**config.mk**
```make
export PLATFORM = sky130hd
export DESIGN_NAME = ysyx_22040088_trapctrl
export DESIGN_NICKNAME = d
export VERILOG_FILES = /design/src/rtl/ysyx_22040088_trapctrl.sv
export SDC_FILE = /design/constraint.sdc
export NUM_CORES = 1
export LEC_CHECK = 0
export ABC_AREA = 1
export CAP_MARGIN = 25
export CORE_MARGIN = 1.5
export CORE_UTILIZATION = 30
export CTS_CLUSTER_SIZE = 8
export DETAILED_ROUTE_END_ITERATION = 8
export GPL_TIMING_DRIVEN = 0
export SYNTH_ARGS = -nofsm -noshare
export SYNTH_HDL_FRONTEND = slang
export SYNTH_SLANG_ARGS = --single-unit
export TNS_END_PERCENT = 30
```
**constraint.sdc**
```tcl
create_clock -name clk -period 2.9 [get_ports clk]
set_input_delay 0.58 -clock clk [delete_from_list [all_inputs] [get_ports clk]]
set_output_delay 0.58 -clock clk [all_outputs]
set_load 0.01 [all_outputs]
```
**src/rtl/ysyx_22040088_trapctrl.sv**
```systemverilog
// Trap/interrupt sequencer sitting beside the ID stage: drains EX/MEM, saves
// mepc/mcause, then redirects fetch; also handles mret, taken branches and ebreak halt.
module ysyx_22040088_trapctrl #(
    parameter int unsigned DRAIN_CYC = 2
) (
    input  logic        clk,
    input  logic        rst,
    input  logic        id_valid,
    input  logic        id_stall,
    input  logic [63:0] id_pc,
    input  logic        ecall,
    input  logic        mret,
    input  logic        ebreak,
    input  logic        tint,
    input  logic        mie,
    input  logic        br_taken,
    input  logic [63:0] br_target,
    input  logic        mem_busy,
    input  logic [63:0] csr_mtvec,
    input  logic [63:0] csr_mepc,
    output logic        hold_if,
    output logic        hold_id,
    output logic        flush_if,
    output logic        flush_id,
    output logic        redirect_valid,
    output logic [63:0] redirect_pc,
    output logic        csr_save,
    output logic [63:0] save_epc,
    output logic [63:0] save_cause,
    output logic        trap_active,
    output logic        halt,
    output logic [31:0] trap_cnt
);

    typedef enum logic [2:0] {
        S_IDLE     = 3'd0,
        S_DRAIN    = 3'd1,
        S_SAVE     = 3'd2,
        S_REDIRECT = 3'd3,
        S_HALT     = 3'd4
    } state_t;

    localparam logic [63:0] CAUSE_ECALL = 64'd11;
    localparam logic [63:0] CAUSE_TINT  = 64'h8000_0000_0000_0007;
    localparam logic [31:0] DRAIN_LOAD  = (DRAIN_CYC > 32'd0) ? (DRAIN_CYC - 32'd1) : 32'd0;

    state_t      r_state;
    state_t      w_next;
    logic [31:0] r_drain_cnt;
    logic [63:0] r_epc;
    logic [63:0] r_cause;
    logic [63:0] r_target;
    logic [31:0] r_trap_cnt;

    // Events are only considered on an accepted ID instruction outside reset;
    // the chain below encodes ebreak > ecall > interrupt > mret > branch.
    logic w_ev_ok;
    logic w_int;
    logic w_take_ebreak;
    logic w_take_ecall;
    logic w_take_tint;
    logic w_take_mret;
    logic w_take_br;

    assign w_ev_ok       = id_valid & ~id_stall & rst;
    assign w_int         = tint & mie;
    assign w_take_ebreak = w_ev_ok & ebreak;
    assign w_take_ecall  = w_ev_ok & ~ebreak & ecall;
    assign w_take_tint   = w_ev_ok & ~ebreak & ~ecall & w_int;
    assign w_take_mret   = w_ev_ok & ~ebreak & ~ecall & ~w_int & mret;
    assign w_take_br     = w_ev_ok & ~ebreak & ~ecall & ~w_int & ~mret & br_taken;

    // State register
    always_ff @(posedge clk) begin
        if (!rst) begin
            r_state <= S_IDLE;
        end else begin
            r_state <= w_next;
        end
    end

    // Next-state logic
    always_comb begin
        w_next = r_state;
        case (r_state)
            S_IDLE: begin
                if (w_take_ebreak) begin
                    w_next = S_HALT;
                end else if (w_take_ecall | w_take_tint) begin
                    w_next = S_DRAIN;
                end else if (w_take_mret) begin
                    w_next = S_REDIRECT;
                end else begin
                    w_next = S_IDLE;
                end
            end
            S_DRAIN: begin
                if ((r_drain_cnt == 32'd0) && !mem_busy) begin
                    w_next = S_SAVE;
                end else begin
                    w_next = S_DRAIN;
                end
            end
            S_SAVE:     w_next = S_REDIRECT;
            S_REDIRECT: w_next = S_IDLE;
            S_HALT:     w_next = S_HALT;
            default:    w_next = S_IDLE;
        endcase
    end

    // Control outputs decoded from state (and same-cycle ID events in IDLE)
    always_comb begin
        hold_if        = 1'b0;
        hold_id        = 1'b0;
        flush_if       = 1'b0;
        flush_id       = 1'b0;
        redirect_valid = 1'b0;
        redirect_pc    = 64'd0;
        csr_save       = 1'b0;
        trap_active    = 1'b1;
        halt           = 1'b0;
        case (r_state)
            S_IDLE: begin
                trap_active = 1'b0;
                if (w_take_ebreak | w_take_ecall | w_take_tint) begin
                    hold_if = 1'b1;
                    hold_id = 1'b1;
                end else if (w_take_br) begin
                    redirect_valid = 1'b1;
                    redirect_pc    = br_target;
                    flush_if       = 1'b1;
                end else begin
                    redirect_pc = 64'd0;
                end
            end
            S_DRAIN: begin
                hold_if = 1'b1;
                hold_id = 1'b1;
            end
            S_SAVE: begin
                hold_if  = 1'b1;
                hold_id  = 1'b1;
                csr_save = 1'b1;
            end
            S_REDIRECT: begin
                redirect_valid = 1'b1;
                redirect_pc    = r_target;
                flush_if       = 1'b1;
                flush_id       = 1'b1;
            end
            S_HALT: begin
                hold_if = 1'b1;
                hold_id = 1'b1;
                halt    = 1'b1;
            end
            default: begin
                trap_active = 1'b0;
            end
        endcase
    end

    // Trap context latches, drain counter and saturating trap counter
    always_ff @(posedge clk) begin
        if (!rst) begin
            r_drain_cnt <= 32'd0;
            r_epc       <= 64'd0;
            r_cause     <= 64'd0;
            r_target    <= 64'd0;
            r_trap_cnt  <= 32'd0;
        end else begin
            case (r_state)
                S_IDLE: begin
                    if (w_take_ecall) begin
                        r_epc       <= id_pc;
                        r_cause     <= CAUSE_ECALL;
                        r_drain_cnt <= DRAIN_LOAD;
                    end else if (w_take_tint) begin
                        r_epc       <= id_pc;
                        r_cause     <= CAUSE_TINT;
                        r_drain_cnt <= DRAIN_LOAD;
                    end else if (w_take_mret) begin
                        r_target <= csr_mepc;
                    end else begin
                        r_drain_cnt <= r_drain_cnt;
                    end
                end
                S_DRAIN: begin
                    if (r_drain_cnt != 32'd0) begin
                        r_drain_cnt <= r_drain_cnt - 32'd1;
                    end else begin
                        r_drain_cnt <= 32'd0;
                    end
                end
                S_SAVE: begin
                    r_target <= csr_mtvec;
                    if (r_trap_cnt != 32'hFFFF_FFFF) begin
                        r_trap_cnt <= r_trap_cnt + 32'd1;
                    end else begin
                        r_trap_cnt <= r_trap_cnt;
                    end
                end
                default: begin
                    r_drain_cnt <= r_drain_cnt;
                end
            endcase
        end
    end

    assign save_epc   = r_epc;
    assign save_cause = r_cause;
    assign trap_cnt   = r_trap_cnt;

endmodule
```
==> Implementation_results.wiki, run 1 <==
{| class="wikitable"
! Metric !! Value
|-
| Result of the run || complete, no violations
|-
| First-pass GRT wire length || 66.3 mm
|-
| Hold_ws || 473 ps
|-
| Period utilisation layout || 0.978
|-
| Initial standard-cell utilization of the core || 0.308
|-
| Area of the mapped netlist || 10,700 um2
|-
| Startpoint kind of the worst setup timing path || flip-flop
|-
| Biggest area contributors in the synthesized netlist || dfxtp_1, nand2_1, nor2_1, o211a_1, o21ai_0
|-
| Total CTS buffers || 17
|-
| Post-route insts no fill || 2,602
|-
| Clock Root Buffer || clkbuf_16
|-
| Ys async rst share || 0
|-
| Cells along the critical path || inv_2 -> nor3_2 -> buf_4 -> inv_1 -> nand2_1 -> clkdlybuf4s50_1
|-
| CTS tree || built
|-
| Width of the die || 192 um
|-
| Pwr Total || 0.00767 W
|-
| Average via count per standard cell || 4.70
|-
| Vias in the first global route || 11,530
|-
| Number of distinct library cell variants in the gate-level netlist after synthesis || 34
|-
| Global route overflow || 0
|-
| Number of cells traversed by the worst register-to-register path || 9
|-
| Share of the yosys chip area belonging to registers || 0.370
|-
| Number of enable-type register cells in the synthesized netlist || 0
|-
| Cell type with the highest aggregate area in the netlist || dfxtp_1
|-
| IR drop worst, VDD || 435 uV
|-
| Area of the die || 36,800 um2
|-
| Fin. max-slew vios || 0
|-
| IO Pins || 499
|-
| Final Critical Period || 2840 ps
|-
| Total core area || 34,800 um2
|-
| Peak clock frequency supported by timing || 0.353 GHz
|-
| Final hold viol count || 0
|-
| Crit path largest cell delay || 580 ps
|-
| Latest clock arrival within the worst-skew pair || 460 ps
|-
| Largest net degree at the start of global routing || 23
|-
| Global-route total usage across every layer || 0.238
|-
| Worst path required time || 2320 ps
|-
| Ys Warns || 0
|-
| Final core area utilization || 0.476
|-
| Count of H-tree levels built during CTS || 4
|-
| Final Wtd Congestion || 0.925
|-
| Clock tree skew after final layout || 16.5 ps
|-
| Dpl cell area || 15,900 um2
|-
| Number of placed instances, taps included || 2,565
|-
| Number of sinks on the clock net || 198
|-
| Instance count of the mapped netlist || 1,613
|-
| Number of buffers between clock root and the deepest sink || 2
|-
| Count of routing violations after the opening detailed-route iteration || 703
|-
| Fraction of layout cells with a size suffix above 1 || 0.126
|-
| Routed length per placed instance || 17.3 um
|-
| Site Rows || 68
|-
| Post-Layout Inst Area || 16,600 um2
|-
| Hold path cells || 2
|-
| Endpoint arrival time on the critical path || 2260 ps
|-
| CTS Hold Bufs || 0
|-
| Total Routed Length || 45.1 mm
|-
| Max Fanout on Critical Path || 10
|-
| Die Y || 192 um
|-
| Count of input and output buffers || 439
|-
| HPWL after DPL || 36.0 mm
|-
| Net count reported at finish || 2,402
|-
| RSZ-0062 raised after global routing || true
|-
| Number of setup violations in the final report || 0
|-
| Predominant post-synthesis flop cell || dfxtp_1
|-
| Synthesis-stage register bit count || 198
|-
| Post-route antenna net violation count || 0
|-
| Number of iterations in the first detailed-routing pass || 6
|-
| Routed via count || 12,223
|-
| Class of the most critical hold timing path || reg -> reg
|-
| Max-cap violations || 0
|-
| DRC viols || 0
|-
| Slew at the pin with the worst max-slew slack || 904 ps
|-
| Area growth, synth to finish || 54.6%
|-
| Pwr Density || 463 nW/um2
|-
| Cell at the slowest stage of the critical path || clkdlybuf4s50_1
|-
| Top cell type's share of synthesized area || 0.370
|-
| Avg Synthesized Cell Area || 6.64 um2
|-
| Slew Limit Headroom || 0.397
|-
| Clock-pin slew of the registers on the worst-case setup and hold paths || 90 ps
|-
| Crit end category || output pin
|-
| Antenna violations before repair || 6
|-
| Static leakage || 7.44 nW
|-
| Critical path type || reg -> out
|}
[worst max-delay path: cells and delay by family, from the launching register on]
kind	cells	cell delay, ps
buffers and inverters	4	1040
DFF	1	410
and+or+nand+nor	2	350
[metal layers]
metal / global-route usage / share of wire / routed length, um
met4: 0.0727 / 0.023 / 1040
met2: 0.409 / 0.49 / 22300
met3: 0.0590 / 0.070 / 3170
met1: 0.290 / 0.41 / 18600
met5: 0 / 0.00062 / 28
[power breakdown]
part           switching [W]  internal (W)  total [W]  leakage, nW
Combinational        0.00125      0.000945    0.00220         5.54
Sequential          0.000105       0.00286    0.00296         1.60
Clock                0.00132       0.00119    0.00251        0.301
[layout make-up]
| cell class | instances | area (um2) |
|---|---|---|
| Timing Repair Buffer | 444 | 4210 |
| Sequential cell | 198 | 3970 |
| Antenna cell | 2 | 5.00 |
| Multi-Input combinational cell | 1202 | 5770 |
| Tap cell | 455 | 569 |
| Buffer | 149 | 970 |
| Inverter | 120 | 459 |
| Clock buffer | 17 | 425 |
| Fill cell | 3594 | 18200 |
| Clock inverter | 15 | 188 |
[kinds of logic after synthesis]
kind of cell               Yosys count  synth area share
AOI/OAI and AO/OA                  271             0.160
xor gates and xnor gates            20            0.0164
adders and majority gates            3           0.00351
buffers and inverters              271             0.124
DFF                                198             0.370
other                                1          0.000350
and+or+nand+nor                    849             0.326
[Yosys cell counts (5+ instances only)]
master    instances
nand2_1         434
nor2_1          258
dfxtp_1         198
o21ai_0         123
inv_1           114
nand3_1         101
buf_4            66
o211a_1          64
a21oi_1          55
clkbuf_1         44
buf_2            38
o21ai_1          16
nand4_1          15
nand3b_1         12
xor2_1           12
o21bai_1         10
xnor2_1           8
nor3_1            7
inv_2             6
nand2_2           5
nor2_2            5
[flip-flops by register name (all words and copies together) (netlist names)]
name,cells
r_drain_cnt,32
r_state,3
r_target,64
save_cause,3
save_epc,64
trap_cnt,32
[final timing paths]
check                                from                           end  slack [ps]
max                 r_state[0]$_SDFF_PN0_                   trap_active          60
max reg2reg  r_drain_cnt[18]$_SDFFE_PN0P_  r_drain_cnt[23]$_SDFFE_PN0P_         920
min           r_drain_cnt[1]$_SDFFE_PN0P_   r_drain_cnt[1]$_SDFFE_PN0P_         470
min reg2reg   r_drain_cnt[1]$_SDFFE_PN0P_   r_drain_cnt[1]$_SDFFE_PN0P_         470
[placed cells by master (no fill, tap or decap), types with 10 or more instances in the layout]
cell             instances
a21oi_1                 55
buf_2                   86
buf_4                   71
clkbuf_1                32
clkbuf_16               19
clkdlybuf4s50_1        368
conb_1                  59
dfxtp_1                197
inv_1                  110
nand2_1                429
nand3_1                 99
nand3b_1                12
nand4_1                 15
nor2_1                 256
o211a_1                 64
o21ai_0                 79
o21ai_1                 44
o21ai_2                 15
o21bai_1                10
xor2_1                  12
[metrics by stage]
stage               setup WS (ps)  TNS, ps
finish                       63.6        0
global route                -68.2     -188
CTS                          -142    -1460
detailed placement           -995   -45540
global placement            -1020   -45130
floorplan                     644        0
[repair_timing]
| action | in CTS | in global routing |
|---|---|---|
| pin swaps | 3 | 3 |
| gates cloned | 1 | 1 |
| resized for setup | 308 | 72 |
| endpoints found under the setup margin | 71 | 69 |
| buffers inserted | 3 | 0 |
No activity file was read; power rests on OpenSTA's default activity.
==> run 2: changes to the inputs <==
Settings changed: GPL_ROUTABILITY_DRIVEN set to 1, SLEW_MARGIN set to 10.
Clock period 2.9 ns to 3.4 ns, I/O delays scaled along.
==> Implementation_results.wiki, run 2 (synthesized netlist as in run 1, its figures left out) <==
{| class="wikitable"
! Metric !! Value
|-
| Post-Route Setup TNS || 0 ps (unchanged)
|-
| Global route overflow || 0 (unchanged)
|-
| Area growth, synth to finish || 54.2%
|-
| Max Fanout on Critical Path || 10 (unchanged)
|-
| Routed length per placed instance || 17.1 um (-1.2%)
|-
| Fin. max-slew vios || 0 (unchanged)
|-
| HPWL after DPL || 36.0 mm (unchanged)
|-
| Hold_ws || 470 ps (-2.65 ps)
|-
| Post-route antenna net violation count || 0 (unchanged)
|-
| Net count reported at finish || 2,398 (-0.17%)
|-
| Pwr Density || 396 nW/um2 (-15%)
|-
| Endpoint arrival time on the critical path || 2670 ps (+410 ps)
|-
| Setup Buffers After CTS || 0 (-3)
|-
| CTS tree || built
|-
| Final hold viol count || 0 (unchanged)
|-
| Number of iterations in the first detailed-routing pass || 7 (+1)
|-
| Crit end category || output pin
|-
| CTS Hold Bufs || 0 (unchanged)
|-
| Multi-input gate area in the final layout || 5680 um2 (-1.5%)
|-
| Antenna violations before repair || 6 (unchanged)
|-
| Average via count per standard cell || 4.65 (-0.92%)
|-
| Initial standard-cell utilization of the core || 0.308 (unchanged)
|-
| Period utilisation layout || 0.984
|-
| Latest clock arrival within the worst-skew pair || 460 ps (about the same)
|-
| First-pass GRT wire length || 65.7 mm (-0.84%)
|-
| Startpoint kind of the worst setup timing path || input port
|-
| Commonest non-fill, non-tap cell in the layout || nand2_1
|-
| Fill cell total of the finished layout || 3,594 (unchanged)
|-
| Clock Root Buffer || clkbuf_16
|-
| Area of the die || 36,800 um2 (unchanged)
|-
| Count of input and output buffers || 439 (unchanged)
|-
| Site Rows || 68 (unchanged)
|-
| Slew at the pin with the worst max-slew slack || 909 ps (+4.97 ps)
|-
| RSZ-0062 raised after global routing || true
|-
| Number of buffers between clock root and the deepest sink || 2 (unchanged)
|-
| Total Routed Length || 44.5 mm (-1.4%)
|-
| Fraction of layout cells with a size suffix above 1 || 0.0864 (-0.0399)
|-
| Vias in the first global route || 11,452 (-0.68%)
|-
| Peak clock frequency supported by timing || 0.299 GHz
|-
| Result of the run || complete, no violations
|-
| IO Pins || 499 (unchanged)
|-
| Final Critical Period || 3350 ps
|-
| Worst path required time || 2720 ps (+400 ps)
|-
| Clock-pin slew of the registers on the worst-case setup and hold paths || 90 ps (about the same)
|-
| Total CTS buffers || 17 (unchanged)
|-
| Count of H-tree levels built during CTS || 4 (unchanged)
|-
| Number of setup violations in the final report || 0 (unchanged)
|-
| Static leakage || 7.50 nW (+0.85%)
|-
| Global-route total usage across every layer || 0.236 (-0.00218)
|-
| Final Wtd Congestion || 0.925 (unchanged)
|-
| Class of the most critical hold timing path || reg -> reg
|-
| Width of the die || 192 um (unchanged)
|-
| Die Y || 192 um (unchanged)
|-
| Max-cap violations || 0 (unchanged)
|-
| Most frequent cells in the layout || nand2_1, clkdlybuf4s50_1, nor2_1
|-
| Count of routing violations after the opening detailed-route iteration || 648 (-7.8%)
|-
| IR drop worst, VDD || 370 uV (-15%)
|-
| Sequential cell area || 3970 um2 (unchanged)
|-
| Largest net degree at the start of global routing || 23 (unchanged)
|-
| Clock tree skew after final layout || 16.3 ps (-0.129 ps)
|-
| Slew Limit Headroom || 0.394 (-0.00332)
|-
| Critical path type || in -> out
|-
| Total core area || 34,800 um2 (unchanged)
|-
| Routed via count || 12,092 (-1.1%)
|-
| Number of sinks on the clock net || 198 (unchanged)
|-
| DRC viols || 0 (unchanged)
|}
-- run 2: changes by cell type in the layout (fill, tap and decap cells not counted), sizes merged, moves of 8 or more --
cell	previous run	this run
buf	168	108
dlygate4sd2	8	53
clkdlybuf4s50	368	379
clkbuf	55	63
clkdlybuf4s15	8	0
-- run 2: worst paths after layout --
| kind | from | endpoint | slack [ps] | cells past startpoint |
|---|---|---|---|---|
| min reg2reg | r_drain_cnt[1]$_SDFFE_PN0P_ | r_drain_cnt[1]$_SDFFE_PN0P_ | 470 | 2 |
| max reg2reg | trap_cnt[0]$_SDFFE_PN0P_ | trap_cnt[21]$_SDFFE_PN0P_ | 1420 | 11 |
| min | r_drain_cnt[1]$_SDFFE_PN0P_ | r_drain_cnt[1]$_SDFFE_PN0P_ | 470 | 2 |
| max | rst | redirect_pc[60] | 50 | 9 |
-- run 2: routing by layer --
metal,up-vias,track usage,part of all wire
met5,-,0,0.00061
met4,4,0.0682,0.022
met3,52,0.0583,0.069
met2,392,0.407,0.49
met1,5557,0.288,0.42
li1,6087,-,-
-- run 2: report_power, final --
part | switching [W] | total [W] | internal (W)
logic | 0.00106 | 0.00186 | 0.000805
registers | 0.0000895 | 0.00253 | 0.00244
clock network | 0.00113 | 0.00214 | 0.00102
-- run 2: critical path, stage by stage --
cell	delay (ps)
clkdlybuf4s50_1	490
nand3_2	150
nor2_4	130
nand2_1	90
inv_1	60
nand4_1	110
clkbuf_8	230
o21ai_0	170
clkdlybuf4s50_1	560
-- run 2: per-stage QoR --
| stage | util | total power, W | area [um2] | setup WS, ps | cells |
|---|---|---|---|---|---|
| 3_3_place_gp | 0.456 | 0.00439 | 15900 | -723 | 2565 |
| 2_1_floorplan | - | 0.00368 | 10900 | 944 | 1671 |
| 5_1_grt | 0.474 | 0.00692 | 16500 | -108 | 2596 |
| 6_report | 0.474 | 0.00653 | 16500 | 53.0 | 2598 |
| 4_1_cts | 0.474 | 0.00657 | 16500 | 4.74 | 2596 |
| 3_5_place_dp | 0.456 | 0.00442 | 15900 | -695 | 2565 |
-- run 2: layout make-up --
class	count	share of cell area
Antenna cell	2	0.000303
Sequential cell	198	0.240
Clock inverter	15	0.0114
Inverter	120	0.0273
Tap cell	455	0.0345
Multi-Input combinational cell	1202	0.344
Timing Repair Buffer	439	0.262
Buffer	150	0.0546
Clock buffer	17	0.0258
-- run 2: timing repair --
| item | 4_1_cts | 5_1_grt |
|---|---|---|
| cloned | 0 | 0 |
| setup endpoints to repair | 68 | 52 |
| resized for setup | 88 | 21 |
==> run 3: changes to the inputs <==
Settings changed: ABC_CLOCK_PERIOD_IN_PS set to 3400, CORE_MARGIN 1.5 to 2, CTS_CLUSTER_DIAMETER set to 200.
==> Implementation_results.wiki, run 3 (synthesized netlist as in run 1, its figures left out) <==
{| class="wikitable"
! Metric !! Value
|-
| Total Routed Length || 44.0 mm (-1.1%)
|-
| Total core area || 35,300 um2 (+1.5%)
|-
| Number of logic stages on the critical path including buffering || 10 (+1)
|-
| Hold path cells || 2 (unchanged)
|-
| Area of the die || 37,200 um2 (+1.0%)
|-
| Crit end category || output pin
|-
| Average via count per standard cell || 4.65 (about the same)
|-
| Count of input and output buffers || 439 (unchanged)
|-
| Die Y || 193 um (+0.52%)
|-
| Fraction of layout cells with a size suffix above 1 || 0.0854 (-0.00105)
|-
| Endpoint of the worst register-to-register path || r_drain_cnt[21]$_SDFFE_PN0P_
|-
| CTS Hold Bufs || 0 (unchanged)
|-
| Final Critical Period || 3490 ps (+143 ps)
|-
| Site Rows || 69 (+1.5%)
|-
| Final WS setup || -90.2 ps (-143 ps)
|-
| Static leakage || 7.73 nW (+3.1%)
|-
| Final Wtd Congestion || 0.883 (-4.6%)
|-
| Pwr Density || 396 nW/um2 (+0.16%)
|-
| Max-cap violations || 0 (unchanged)
|-
| Number of cells traversed by the worst register-to-register path || 9 (-2)
|-
| Area growth, synth to finish || 55.2%
|-
| Antenna violations before repair || 8 (+2)
|-
| Latest clock arrival within the worst-skew pair || 450 ps (about the same)
|-
| Number of iterations in the first detailed-routing pass || 7 (unchanged)
|-
| DP Worst Slack || -679 ps (+16.4 ps)
|-
| Failing checks || negative setup slack
|-
| Vias in the first global route || 11,234 (-1.9%)
|-
| Critical path type || in -> out
|-
| Startpoint of the tightest hold check path || r_drain_cnt[1]$_SDFFE_PN0P_
|-
| Clock-pin slew of the registers on the worst-case setup and hold paths || 80 ps (about the same)
|-
| First-pass GRT wire length || 64.2 mm (-2.3%)
|-
| IO Pins || 499 (unchanged)
|-
| Worst path required time || 2720 ps (about the same)
|-
| Number of buffers between clock root and the deepest sink || 2 (unchanged)
|-
| Peak clock frequency supported by timing || 0.287 GHz (-4.1%)
|-
| Cell at the slowest stage of the critical path || clkdlybuf4s50_1
|-
| Cells along the critical path || clkdlybuf4s50_1 -> nand3_4 -> nor2_4 -> nand2_1 -> inv_1 -> nand4_1 -> buf_6 -> clkbuf_4 -> o21ai_1 -> clkdlybuf4s50_1
|-
| Number of buffer and inverter instances along the worst setup path || 5 (+1)
|-
| Count of routing violations after the opening detailed-route iteration || 762 (+18%)
|-
| Number of setup violations in the final report || 5 (+5)
|-
| Endpoint arrival time on the critical path || 2810 ps (+140 ps)
|-
| Routed length per placed instance || 16.9 um (-1.5%)
|-
| Post-route insts no fill || 2,610 (+0.46%)
|-
| Number of placed instances, taps included || 2,571 (+0.23%)
|-
| Period utilisation layout || 1.03 (+0.0421)
|-
| Initial standard-cell utilization of the core || 0.303 (-0.00446)
|-
| Worst R2R Start || r_drain_cnt[18]$_SDFFE_PN0P_
|-
| Max Fanout on Critical Path || 10 (unchanged)
|-
| Width of the die || 193 um (+0.52%)
|-
| Net count reported at finish || 2,401 (+0.13%)
|-
| Final hold viol count || 0 (unchanged)
|-
| Total CTS buffers || 17 (unchanged)
|-
| Hold-critical path endpoint || r_drain_cnt[1]$_SDFFE_PN0P_
|-
| RSZ-0062 raised after global routing || true
|-
| Fin. max-slew vios || 0 (unchanged)
|-
| Slew Limit Headroom || 0.370 (-0.0240)
|-
| Kind of cell adding the most delay to the critical path || buffers and inverters
|-
| Count of H-tree levels built during CTS || 4 (unchanged)
|-
| Number of sinks on the clock net || 198 (unchanged)
|-
| CTS tree || built
|-
| Worst R2R Setup Slack || 1410 ps (about the same)
|-
| Routed via count || 12,146 (+0.45%)
|-
| Class of the most critical hold timing path || reg -> reg
|-
| IR drop worst, VDD || 416 uV (+13%)
|-
| Startpoint kind of the worst setup timing path || input port
|-
| Most frequent cells in the layout || nand2_1, clkdlybuf4s50_1, nor2_1
|-
| Global route overflow || 0 (unchanged)
|-
| HPWL after DPL || 35.2 mm (-2.3%)
|-
| Global-route total usage across every layer || 0.228 (-0.00755)
|-
| Post-route antenna net violation count || 0 (unchanged)
|-
| Commonest non-fill, non-tap cell in the layout || nand2_1
|-
| Clock tree skew after final layout || 11.6 ps (-4.77 ps)
|-
| Slew at the pin with the worst max-slew slack || 945 ps (+36.0 ps)
|-
| Largest net degree at the start of global routing || 22 (-4.3%)
|-
| Crit path largest cell delay || 550 ps (about the same)
|-
| Result of the run || finished with violations
|-
| Clock Root Buffer || clkbuf_16
|-
| Most frequent CP cell || clkdlybuf4s50_1
|-
| DRC viols || 0 (unchanged)
|}
run 3: final cells by class:
cell class	count	area (um2)
inverter	120	450
buffer	150	902
clock buffer	17	425
tap	461	577
antenna	5	12.5
fill	3608	18700
sequential	198	3960
multi-input combinational	1202	5670
clock inverter	15	211
timing repair buffer	442	4400
run 3: power by group:
part | switching [W] | internal (W)
clock | 0.00111 | 0.00108
combinational | 0.00106 | 0.000805
sequential | 0.0000875 | 0.00244
run 3: worst min-delay path, stage by stage, from the launching register on:
cell	delay (ps)
dfxtp_1	310
nand2_1	60
a21oi_1	50
run 3: metal layers:
layer | GRT usage | share of wire | vias up | wire (um)
met5 | 0 | 0.00061 | - | 27
met4 | 0.0723 | 0.022 | 4 | 983
li1 | - | - | 6106 | -
met2 | 0.384 | 0.49 | 436 | 21400
met3 | 0.0582 | 0.074 | 50 | 3270
met1 | 0.285 | 0.42 | 5550 | 18300
run 3: worst max-delay path by stage:
stage	startpoint	to	slack, ps
2_1_floorplan	id_stall	redirect_pc[21]	940
3_3_place_gp	rst	redirect_valid	-680
3_5_place_dp	rst	redirect_valid	-680
4_1_cts	rst	redirect_pc[31]	-150
5_1_grt	rst	redirect_pc[1]	-210
6_report	rst	redirect_pc[1]	-90
run 3: what timing repair did:
| action | CTS | global route |
|---|---|---|
| gates resized for setup | 68 | 41 |
| endpoints found under the setup margin | 69 | 54 |
| gates cloned | 0 | 1 |
| setup buffers | 0 | 2 |
| endpoints found under the hold margin | 0 | 0 |
| pin swaps | 0 | 0 |
run 3: metrics by stage:
step	hold slack [ps]	utilization	TNS (ps)	total power, W	instance area [um2]
finish	470	0.470	-305	0.00658	16600
global route	496	0.470	-837	0.00696	16600
CTS	474	0.468	-1710	0.00662	16500
detailed placement	463	0.450	-24960	0.00441	15900
global placement	453	0.450	-23840	0.00440	15900
floorplan	440	-	0	0.00368	10900
